**config.mk**
```make
export PLATFORM = sky130hd
export DESIGN_NAME = act_buf_pingpong_ctrl_flat
export DESIGN_NICKNAME = d
export VERILOG_FILES = /design/src/rtl/act_buf_pingpong_if.sv /design/src/rtl/act_buf_pingpong_ctrl.sv /design/src/flat_wrapper.sv
export SDC_FILE = /design/constraint.sdc
export NUM_CORES = 1
export LEC_CHECK = 0
export CORE_MARGIN = 5
export CORE_UTILIZATION = 37
export DETAILED_ROUTE_END_ITERATION = 6
export GPL_TIMING_DRIVEN = 0
export PLACE_DENSITY = 0.73
export SLEW_MARGIN = 5
export SYNTH_ARGS = -nofsm -noshare
export SYNTH_HDL_FRONTEND = slang
export SYNTH_SLANG_ARGS = --single-unit
```
**constraint.sdc**
```tcl
create_clock -name ap_clk -period 1.8 [get_ports ap_clk]
set_input_delay 0.18 -clock ap_clk [delete_from_list [all_inputs] [get_ports ap_clk]]
set_output_delay 0.18 -clock ap_clk [all_outputs]
set_load 0.05 [all_outputs]
```
**src/rtl/act_buf_pingpong_if.sv**
```systemverilog
// ---------------------------------------------------------------------------
// act_buf_if
//
// Handshake and address bundle between the ping-pong activation buffer
// scheduler and its two clients: the activation writer and the PE.
//
// Signal summary (direction as seen by the scheduler, modport "slave"):
//   wr_req         in   writer requests a bank to fill (level)
//   wr_gnt         out  writer owns wr_bank (registered level)
//   wr_bank        out  bank granted to the writer
//   wr_done        in   one-cycle pulse, writer finished its bank
//   wr_addr_local  in   writer local (per-bank) address
//   wr_addr        out  {wr_bank, wr_addr_local}
//   rd_req         in   PE requests a filled bank (level)
//   rd_gnt         out  PE owns rd_bank (registered level)
//   rd_bank        out  bank granted to the PE
//   rd_done        in   one-cycle pulse, PE finished its bank
//   rd_addr_local  in   PE local (per-bank) address
//   rd_addr        out  {rd_bank, rd_addr_local}
//   full_cnt       out  number of banks currently FULL
//   tile_idx       out  tile held by, or next granted to, the PE
//   frame_done     out  one-cycle pulse on the last tile's release
//   proto_err      out  sticky protocol-violation flag
//
// The "master" modport is the client view (writer + PE combined).
// ---------------------------------------------------------------------------
interface act_buf_if #(
  parameter int AWIDTH = 10,
  parameter int CNT_W  = 16
);

  // Writer side
  logic              wr_req;
  logic              wr_gnt;
  logic              wr_bank;
  logic              wr_done;
  logic [AWIDTH-1:0] wr_addr_local;
  logic [AWIDTH:0]   wr_addr;

  // PE side
  logic              rd_req;
  logic              rd_gnt;
  logic              rd_bank;
  logic              rd_done;
  logic [AWIDTH-1:0] rd_addr_local;
  logic [AWIDTH:0]   rd_addr;

  // Status
  logic [1:0]        full_cnt;
  logic [CNT_W-1:0]  tile_idx;
  logic              frame_done;
  logic              proto_err;

  modport master (
    output wr_req, wr_done, wr_addr_local,
    output rd_req, rd_done, rd_addr_local,
    input  wr_gnt, wr_bank, wr_addr,
    input  rd_gnt, rd_bank, rd_addr,
    input  full_cnt, tile_idx, frame_done, proto_err
  );

  modport slave (
    input  wr_req, wr_done, wr_addr_local,
    input  rd_req, rd_done, rd_addr_local,
    output wr_gnt, wr_bank, wr_addr,
    output rd_gnt, rd_bank, rd_addr,
    output full_cnt, tile_idx, frame_done, proto_err
  );

endinterface

```
**src/rtl/act_buf_pingpong_ctrl.sv**
```systemverilog
// ---------------------------------------------------------------------------
// act_buf_pingpong_ctrl
//
// Scheduler for a double-buffered activation BRAM shared by the activation
// writer (producer) and the PE (consumer) of a conv layer. The writer fills
// one bank while the PE drains the other. Each bank walks
// EMPTY -> FILLING -> FULL -> DRAINING -> EMPTY; the two banks are filled
// and drained strictly alternately (0, 1, 0, ...).
//
// Ports:
//   ap_clk   in  clock
//   ap_rst   in  synchronous active-high reset
//   bus      act_buf_if.slave -- writer/PE handshakes, local addresses in,
//            full BRAM addresses out, tile/frame counters and error flag.
//
// Parameters:
//   AWIDTH           local (per-bank) address width; BRAM address is AWIDTH+1
//   TILES_PER_FRAME  tiles per frame, 1..65535
//   CNT_W            tile counter width
// ---------------------------------------------------------------------------
module act_buf_pingpong_ctrl #(
  parameter int AWIDTH          = 10,
  parameter int TILES_PER_FRAME = 4,
  parameter int CNT_W           = 16
) (
  input  logic     ap_clk,
  input  logic     ap_rst,
  act_buf_if.slave bus
);

  typedef enum logic [1:0] {
    EMPTY    = 2'd0,
    FILLING  = 2'd1,
    FULL     = 2'd2,
    DRAINING = 2'd3
  } bank_state_e;

  localparam logic [CNT_W-1:0] LAST_TILE = CNT_W'(TILES_PER_FRAME - 1);

  // Registered state
  bank_state_e      bank_st [2];
  logic             wr_ptr;
  logic             rd_ptr;
  logic             wr_gnt_q;
  logic             wr_bank_q;
  logic             rd_gnt_q;
  logic             rd_bank_q;
  logic [1:0]       full_cnt_q;
  logic [CNT_W-1:0] tile_idx_q;
  logic             frame_done_q;
  logic             proto_err_q;

  // Next-state values
  bank_state_e      bank_st_nxt [2];
  logic             wr_ptr_nxt;
  logic             rd_ptr_nxt;
  logic             wr_gnt_nxt;
  logic             wr_bank_nxt;
  logic             rd_gnt_nxt;
  logic             rd_bank_nxt;
  logic [1:0]       full_cnt_nxt;
  logic [CNT_W-1:0] tile_idx_nxt;
  logic             frame_done_nxt;
  logic             proto_err_nxt;

  // Handshake events, all decoded from registered state only (no bypass:
  // a release on one side becomes visible to the other side a cycle later).
  logic wr_grant_ev;
  logic wr_release_ev;
  logic rd_grant_ev;
  logic rd_release_ev;
  logic wr_stray_done;
  logic rd_stray_done;

  // Number of banks in FULL within a two-bank state vector.
  function automatic logic [1:0] count_full(input bank_state_e b0,
                                            input bank_state_e b1);
    logic [1:0] n;
    n = 2'd0;
    if (b0 == FULL) n = n + 2'd1;
    if (b1 == FULL) n = n + 2'd1;
    return n;
  endfunction

  // Tile counter advance with wrap at the end of the frame.
  function automatic logic [CNT_W-1:0] next_tile(input logic [CNT_W-1:0] idx);
    if (idx == LAST_TILE) return '0;
    return idx + CNT_W'(1);
  endfunction

  assign wr_grant_ev   = bus.wr_req && !wr_gnt_q && (bank_st[wr_ptr] == EMPTY);
  assign wr_release_ev = bus.wr_done && wr_gnt_q;
  assign rd_grant_ev   = bus.rd_req && !rd_gnt_q && (bank_st[rd_ptr] == FULL);
  assign rd_release_ev = bus.rd_done && rd_gnt_q;
  assign wr_stray_done = bus.wr_done && !wr_gnt_q;
  assign rd_stray_done = bus.rd_done && !rd_gnt_q;

  // Next-state logic. The four events always touch different banks (the
  // writer only grabs EMPTY, releases FILLING; the PE only grabs FULL,
  // releases DRAINING), so they can be applied in any order without conflict.
  always_comb begin
    bank_st_nxt[0] = bank_st[0];
    bank_st_nxt[1] = bank_st[1];
    wr_ptr_nxt     = wr_ptr;
    rd_ptr_nxt     = rd_ptr;
    wr_gnt_nxt     = wr_gnt_q;
    wr_bank_nxt    = wr_bank_q;
    rd_gnt_nxt     = rd_gnt_q;
    rd_bank_nxt    = rd_bank_q;
    tile_idx_nxt   = tile_idx_q;
    frame_done_nxt = 1'b0;
    proto_err_nxt  = proto_err_q | wr_stray_done | rd_stray_done;

    if (wr_grant_ev) begin
      wr_gnt_nxt          = 1'b1;
      wr_bank_nxt         = wr_ptr;
      bank_st_nxt[wr_ptr] = FILLING;
    end

    if (wr_release_ev) begin
      bank_st_nxt[wr_bank_q] = FULL;
      wr_gnt_nxt             = 1'b0;
      wr_ptr_nxt             = ~wr_ptr;
    end

    if (rd_grant_ev) begin
      rd_gnt_nxt          = 1'b1;
      rd_bank_nxt         = rd_ptr;
      bank_st_nxt[rd_ptr] = DRAINING;
    end

    if (rd_release_ev) begin
      bank_st_nxt[rd_bank_q] = EMPTY;
      rd_gnt_nxt             = 1'b0;
      rd_ptr_nxt             = ~rd_ptr;
      tile_idx_nxt           = next_tile(tile_idx_q);
      frame_done_nxt         = (tile_idx_q == LAST_TILE);
    end

    full_cnt_nxt = count_full(bank_st_nxt[0], bank_st_nxt[1]);
  end

  // State register. Reset drops all ownership and bank contents at once.
  always_ff @(posedge ap_clk) begin
    if (ap_rst) begin
      bank_st[0]   <= EMPTY;
      bank_st[1]   <= EMPTY;
      wr_ptr       <= 1'b0;
      rd_ptr       <= 1'b0;
      wr_gnt_q     <= 1'b0;
      wr_bank_q    <= 1'b0;
      rd_gnt_q     <= 1'b0;
      rd_bank_q    <= 1'b0;
      full_cnt_q   <= 2'd0;
      tile_idx_q   <= '0;
      frame_done_q <= 1'b0;
      proto_err_q  <= 1'b0;
    end else begin
      bank_st[0]   <= bank_st_nxt[0];
      bank_st[1]   <= bank_st_nxt[1];
      wr_ptr       <= wr_ptr_nxt;
      rd_ptr       <= rd_ptr_nxt;
      wr_gnt_q     <= wr_gnt_nxt;
      wr_bank_q    <= wr_bank_nxt;
      rd_gnt_q     <= rd_gnt_nxt;
      rd_bank_q    <= rd_bank_nxt;
      full_cnt_q   <= full_cnt_nxt;
      tile_idx_q   <= tile_idx_nxt;
      frame_done_q <= frame_done_nxt;
      proto_err_q  <= proto_err_nxt;
    end
  end

  // Outputs. Addresses keep the last granted bank bit even when idle; the
  // clients gate the BRAM enables themselves.
  assign bus.wr_gnt     = wr_gnt_q;
  assign bus.wr_bank    = wr_bank_q;
  assign bus.wr_addr    = {wr_bank_q, bus.wr_addr_local};
  assign bus.rd_gnt     = rd_gnt_q;
  assign bus.rd_bank    = rd_bank_q;
  assign bus.rd_addr    = {rd_bank_q, bus.rd_addr_local};
  assign bus.full_cnt   = full_cnt_q;
  assign bus.tile_idx   = tile_idx_q;
  assign bus.frame_done = frame_done_q;
  assign bus.proto_err  = proto_err_q;

endmodule

```
**src/flat_wrapper.sv**
```systemverilog
// flat-port wrapper written by rule: the top's interface ports become plain ports
module act_buf_pingpong_ctrl_flat 
#(
  parameter int AWIDTH          = 10,
  parameter int TILES_PER_FRAME = 4,
  parameter int CNT_W           = 16
)
  (ap_clk, ap_rst, bus_wr_req, bus_wr_done, bus_wr_addr_local, bus_rd_req, bus_rd_done, bus_rd_addr_local, bus_wr_gnt, bus_wr_bank, bus_wr_addr, bus_rd_gnt, bus_rd_bank, bus_rd_addr, bus_full_cnt, bus_tile_idx, bus_frame_done, bus_proto_err);
  act_buf_if #(.AWIDTH(AWIDTH), .CNT_W(CNT_W)) bus_i ();
  input  logic ap_clk;
  input  logic ap_rst;
  input wire logic [$bits(bus_i.wr_req)-1:0] bus_wr_req;
  input wire logic [$bits(bus_i.wr_done)-1:0] bus_wr_done;
  input wire logic [$bits(bus_i.wr_addr_local)-1:0] bus_wr_addr_local;
  input wire logic [$bits(bus_i.rd_req)-1:0] bus_rd_req;
  input wire logic [$bits(bus_i.rd_done)-1:0] bus_rd_done;
  input wire logic [$bits(bus_i.rd_addr_local)-1:0] bus_rd_addr_local;
  output wire logic [$bits(bus_i.wr_gnt)-1:0] bus_wr_gnt;
  output wire logic [$bits(bus_i.wr_bank)-1:0] bus_wr_bank;
  output wire logic [$bits(bus_i.wr_addr)-1:0] bus_wr_addr;
  output wire logic [$bits(bus_i.rd_gnt)-1:0] bus_rd_gnt;
  output wire logic [$bits(bus_i.rd_bank)-1:0] bus_rd_bank;
  output wire logic [$bits(bus_i.rd_addr)-1:0] bus_rd_addr;
  output wire logic [$bits(bus_i.full_cnt)-1:0] bus_full_cnt;
  output wire logic [$bits(bus_i.tile_idx)-1:0] bus_tile_idx;
  output wire logic [$bits(bus_i.frame_done)-1:0] bus_frame_done;
  output wire logic [$bits(bus_i.proto_err)-1:0] bus_proto_err;
  assign bus_i.wr_req = bus_wr_req;
  assign bus_i.wr_done = bus_wr_done;
  assign bus_i.wr_addr_local = bus_wr_addr_local;
  assign bus_i.rd_req = bus_rd_req;
  assign bus_i.rd_done = bus_rd_done;
  assign bus_i.rd_addr_local = bus_rd_addr_local;
  assign bus_wr_gnt = bus_i.wr_gnt;
  assign bus_wr_bank = bus_i.wr_bank;
  assign bus_wr_addr = bus_i.wr_addr;
  assign bus_rd_gnt = bus_i.rd_gnt;
  assign bus_rd_bank = bus_i.rd_bank;
  assign bus_rd_addr = bus_i.rd_addr;
  assign bus_full_cnt = bus_i.full_cnt;
  assign bus_tile_idx = bus_i.tile_idx;
  assign bus_frame_done = bus_i.frame_done;
  assign bus_proto_err = bus_i.proto_err;
  act_buf_pingpong_ctrl #(.AWIDTH(AWIDTH), .TILES_PER_FRAME(TILES_PER_FRAME), .CNT_W(CNT_W)) u_core (.ap_clk(ap_clk), .ap_rst(ap_rst), .bus(bus_i));
endmodule
```
==> Yosys cells after proc, flatten, opt, wreduce, memory -nomap -nowiden <==
Memory sizes are Yosys's and may differ from the RTL's. A register that Yosys moved wholly into a read port is not among the register bits.
Index checks and enable logic that the tools add are counted.
{ "totals": {"regBits": 26, "ramBits": 4, "out_inout_bits": 46, "word_cells": 90, "n_memories": 1} }
{ "memory_table": {"columns": ["memory", "depth", "width", "read_ports", "rd_ports_with_merged_regs", "write_ports", "line", "text"], "rows": [
  ["u_core.bank_st", 2, 2, 4, 2, 2, "act_buf_pingpong_ctrl.sv:41", "bank_state_e bank_st [2];"]
]} }
{ "op_classes": {"addsub": 2, "n_lt_le_gt_ge": 8, "eq_ne": 4, "n_mux": 27, "bitwise_logic": 20, "reduce_logical": 18} }
{ "ops": {"columns": ["op", "count"], "rows": [
  ["16-bit 2-to-1 mux", 2],
  ["16-bit by 1-bit adder with 16-bit output (second input constant)", 1],
  ["16-bit by 2-bit == test with 1-bit output (second input constant)", 1],
  ["4-bit 2-to-1 mux", 4],
  ["2-bit 2-to-1 mux", 7],
  ["1-bit logical AND", 12],
  ["1-bit 2-to-1 mux", 10],
  ["2-bit demux with 1-bit select", 4],
  ["2-bit >= comparator (second input constant)", 4],
  ["2-bit by 1-bit < comparator with 1-bit output (second input constant)", 4],
  ["1-bit inverter with 2-bit output", 4],
  ["2-bit == test (second input constant)", 3],
  ["2-bit OR reduction", 3],
  ["2-bit AND", 2],
  ["4-bit AND", 1],
  ["2-bit inverter", 2],
  ["4-bit inverter", 1],
  ["1-bit bitwise OR", 4],
  ["2-bit bitwise OR", 2],
  ["4-bit bitwise OR", 1],
  ["1-bit inverter", 3],
  ["1-bit by 1-bit adder with 2-bit output (second input constant)", 1],
  ["1-bit logical NOT", 2],
  ["2-bit logical NOT", 1]
]} }

==> Longest topological paths before layout <==
{ "depth": {"ltp_word": 18, "depth_mapped": 6} }

==> Least setup slack after synthesis <==
Ideal clock, no wire load.
{ "synth_path": {"path_kind": "reg2reg", "startpoint": "register u_core.tile_idx_q[0], in the netlist u_core.bus.tile_idx[0]", "endpoint": "register u_core.tile_idx_q[10], in the netlist u_core.bus.tile_idx[10]", "setup_ns": 0.128, "arrival_time_ns": 1.994, "t_required_ns": 1.672, "slack_ns": -0.322, "stages_incl_launch_ff": 7, "path_buffers": 1, "period_less_slack_ns": 2.122, "cell_sequence": "dfxtp_1 > ha_1 > nor4b_1 > nand4_1 > o21bai_1 > clkbuf_1 > nor2_1"} }
{ "synth_between": {"elab_chain_cells": 4} }
{ "synth_rtl": {"columns": ["element", "line", "text"], "rows": [
  ["from (decl)", "act_buf_pingpong_ctrl.sv:49", "logic [CNT_W-1:0] tile_idx_q;"],
  ["from (signal assigned)", "act_buf_pingpong_ctrl.sv:168", "tile_idx_q <= tile_idx_nxt;"],
  ["parallel branches: the longest is 3 deep, another holds 16-bit by 1-bit adder with 16-bit output", null, null],
  ["16-bit 2-to-1 mux *", "act_buf_pingpong_ctrl.sv:88", "return idx + CNT_W'(1);"]
]} }
Mark *: on every way between the ends. The select of a mux whose other input is x is not followed.
A chain may end at the register's enable or synchronous reset.

==> results.json <==
{
  "nets": 271,
  "hold_viol_final": 0,
  "netlist_area_um2": 1590,
  "synth.yosys.warnings": 0,
  "drc_errors": 0,
  "gp_congestion": 0.831,
  "outcome": "finished clean",
  "hold_ws_ps": 279,
  "diodes": 0,
  "period_minus_slack_ps": 1760,
  "skew_ps": 5.61,
  "worst_setup_path_end_kind": "register",
  "critical_path_arrival_ps": 1940,
  "numPortBuffers": 50,
  "grt_pass1_vias": 1386,
  "syn_inst": 182,
  "cts_tree": "built",
  "yosys.area.top_type_share": 0.403,
  "max-slew-margin-rel": 0.657,
  "path_class": "register to register",
  "detail-route-antenna-nets": 0,
  "synth.avg_cell_area_um2": 8.73,
  "synth_most_common_cell": "dfxtp_1",
  "cp.required_ps": 1980,
  "drv_cap": 0,
  "clock_latency_ps": 280,
  "clock_sinks": 32,
  "p_leak_nw": 0.947,
  "track_usage": 0.141,
  "rsz0062_at_grt": "yes",
  "start_util": 0.389,
  "fmax_ghz": 0.568,
  "ys_seq_area_frac": 0.403,
  "synth_fp_nets": 209,
  "viasPerCell": 5.06,
  "ys.flop_type": "dfxtp_1",
  "critPathMaxFanout": 4,
  "wl_per_cell_um": 13.4,
  "tightestPinTransition_ps": 513,
  "synth_common_cells": "dfxtp_1, nor2_1, buf_4",
  "synth_cell_types": 40,
  "hp-class": "primary input to register",
  "fin_util": 0.573,
  "dr.pass1.iters": 4,
  "cts_buffers": 5,
  "drt-total-wl_mm": 3.94,
  "clk_pin_slew_ps": 60,
  "synth_area_leader_cell": "dfxtp_1",
  "synth.ff_latch_count": 32,
  "overflow": 0,
  "period_share": 0.978,
  "synth_edf_count": 0,
  "clk_path_buf_depth": 2,
  "rr_worst_depth": 5,
  "reg2reg_slack_ps": 40,
  "io_pins": 72,
  "clockRootBuffer": "clkbuf_8",
  "postSynth.asyncResetShare": 0,
  "htree_levels": 2,
  "placementRows": 23,
  "setup_violations": 0,
  "antenna_found_initial": 0,
  "die_h_um": 75.5,
  "grt_pass1_wl_mm": 6.22,
  "drive_above_1_share": 0.224,
  "netlist_top_cells_area": "dfxtp_1, buf_4, nor2_1, xor2_1, nand4_1",
  "first_iter_violations": 73,
  "peakVddDrop_mv": 0.416,
  "finalMaxSlewViolations": 0,
  "hold_depth": 2,
  "area_delta_synth_final_pct": 47.2,
  "grt_start_max_net_pins": 11,
  "powerDensity_nw_per_um2": 726,
  "start_kind": "register",
  "dieArea_um2": 5710,
  "die_w_um": 75.5,
  "vias": 1493,
  "hpwlAfterDp_mm": 2.92,
  "fp.coreArea_um2": 4090
}
-- worst paths after layout --
| kind | from | end |
|---|---|---|
| worst max-delay path | u_core.bank_st[0][1]$_SDFF_PP0_ | u_core.bus.full_cnt[0]$_SDFF_PP0_ |
| worst min-delay path | ap_rst | u_core.bus.tile_idx[0]$_SDFFE_PP0P_ |
| worst max register to register | u_core.bank_st[0][1]$_SDFF_PP0_ | u_core.bus.full_cnt[0]$_SDFF_PP0_ |
| worst min register to register | u_core.bus.tile_idx[1]$_SDFFE_PP0P_ | u_core.bus.tile_idx[1]$_SDFFE_PP0P_ |
-- cells by family (layout without fill, tap and decap cells) --
family | count (synthesis) | in the layout | share of synthesized area
simple gates | 77 | 77 | 0.256
flops | 32 | 32 | 0.403
buf+inv | 30 | 93 | 0.123
compound gates | 26 | 26 | 0.122
xor+xnor | 16 | 16 | 0.0882
fa+ha+maj | 1 | 1 | 0.00787
-- layer usage --
metal | wire (um) | share of wire | up-vias | global-route usage
met5 | 0 | 0 | - | 0
met4 | 65 | 0.016 | 0 | 0.0641
met3 | 297 | 0.075 | 6 | 0.0251
met2 | 1800 | 0.46 | 64 | 0.225
met1 | 1780 | 0.45 | 688 | 0.186
li1 | - | - | 735 | -
-- where the power goes --
group	switching, W	internal (W)	total, W	leakage (nW)
logic	0.000214	0.000156	0.000370	0.638
clock network	0.000254	0.000311	0.000565	0.0455
registers	0.0000284	0.000736	0.000764	0.263
-- placed cells by master (no fill, tap or decap), types with 2 or more instances in the layout --
master            n
nand2b_1          4
dlygate4sd2_1     2
and4_1            2
nor2_1           26
clkbuf_8          6
nand3_1           7
a211oi_1          2
dfxtp_1          25
dfxtp_2           4
buf_4            28
a21oi_1           7
dfxtp_4           3
nand4_1           8
and2_1            2
nand2_1          10
o21a_1            2
xnor2_1           5
a211oi_2          2
inv_1             4
dlymetal6s2s_1    4
nor3_1            2
clkdlybuf4s50_1  44
nor4_1            2
clkbuf_1          5
a221oi_1          2
xor2_1           11
-- critical path, stage by stage (launching register included) --
cell and delay, ps:
dfxtp_4 360, or3b_4 400, a211o_1 310, o21a_1 150, a22o_2 240, and4b_1 190
-- state kept, by name, summed over array words and instances, names as in the netlist, named ones only --
signal,count
u_core.bus.tile_idx,16
u_core.bank_st,4
u_core.bus.full_cnt,2
u_core.bus.frame_done,1
u_core.bus.proto_err,1
u_core.bus.rd_bank,1
u_core.bus.rd_gnt,1
u_core.bus.wr_bank,1
u_core.bus.wr_gnt,1
u_core.rd_ptr,1
u_core.wr_ptr,1
-- what timing repair did --
action                     in CTS  in global routing
buffers inserted                3                  2
setup endpoints to repair      15                 14
hold buffers                    0                  0
resized for setup               6                 15
pin swaps                       4                  8
-- layout make-up --
class | count | area, um^2
Fill cell | 382 | 1750
Inverter | 4 | 15.0
Sequential cell | 32 | 657
Buffer | 26 | 184
Multi-Input combinational cell | 120 | 786
Timing Repair Buffer | 55 | 546
Clock buffer | 8 | 90.1
Tap cell | 50 | 62.6
-- per-stage QoR --
| stage | setup TNS [ps] | instance area, um^2 | cells | setup slack (ps) | power (W) |
|---|---|---|---|---|---|
| 6_report | 0 | 2340 | 295 | 39.5 | 0.00170 |
| 5_1_grt | -13.0 | 2340 | 295 | -13.0 | 0.00176 |
| 4_1_cts | 0 | 2280 | 293 | 7.87 | 0.00169 |
| 3_5_place_dp | -2170 | 2160 | 282 | -330 | 0.00113 |
| 3_3_place_gp | -1990 | 2160 | 282 | -326 | 0.00112 |
| 2_1_floorplan | 0 | 1600 | 182 | 1.94 | 0.00102 |
No activity file was read; power rests on OpenSTA's default activity.
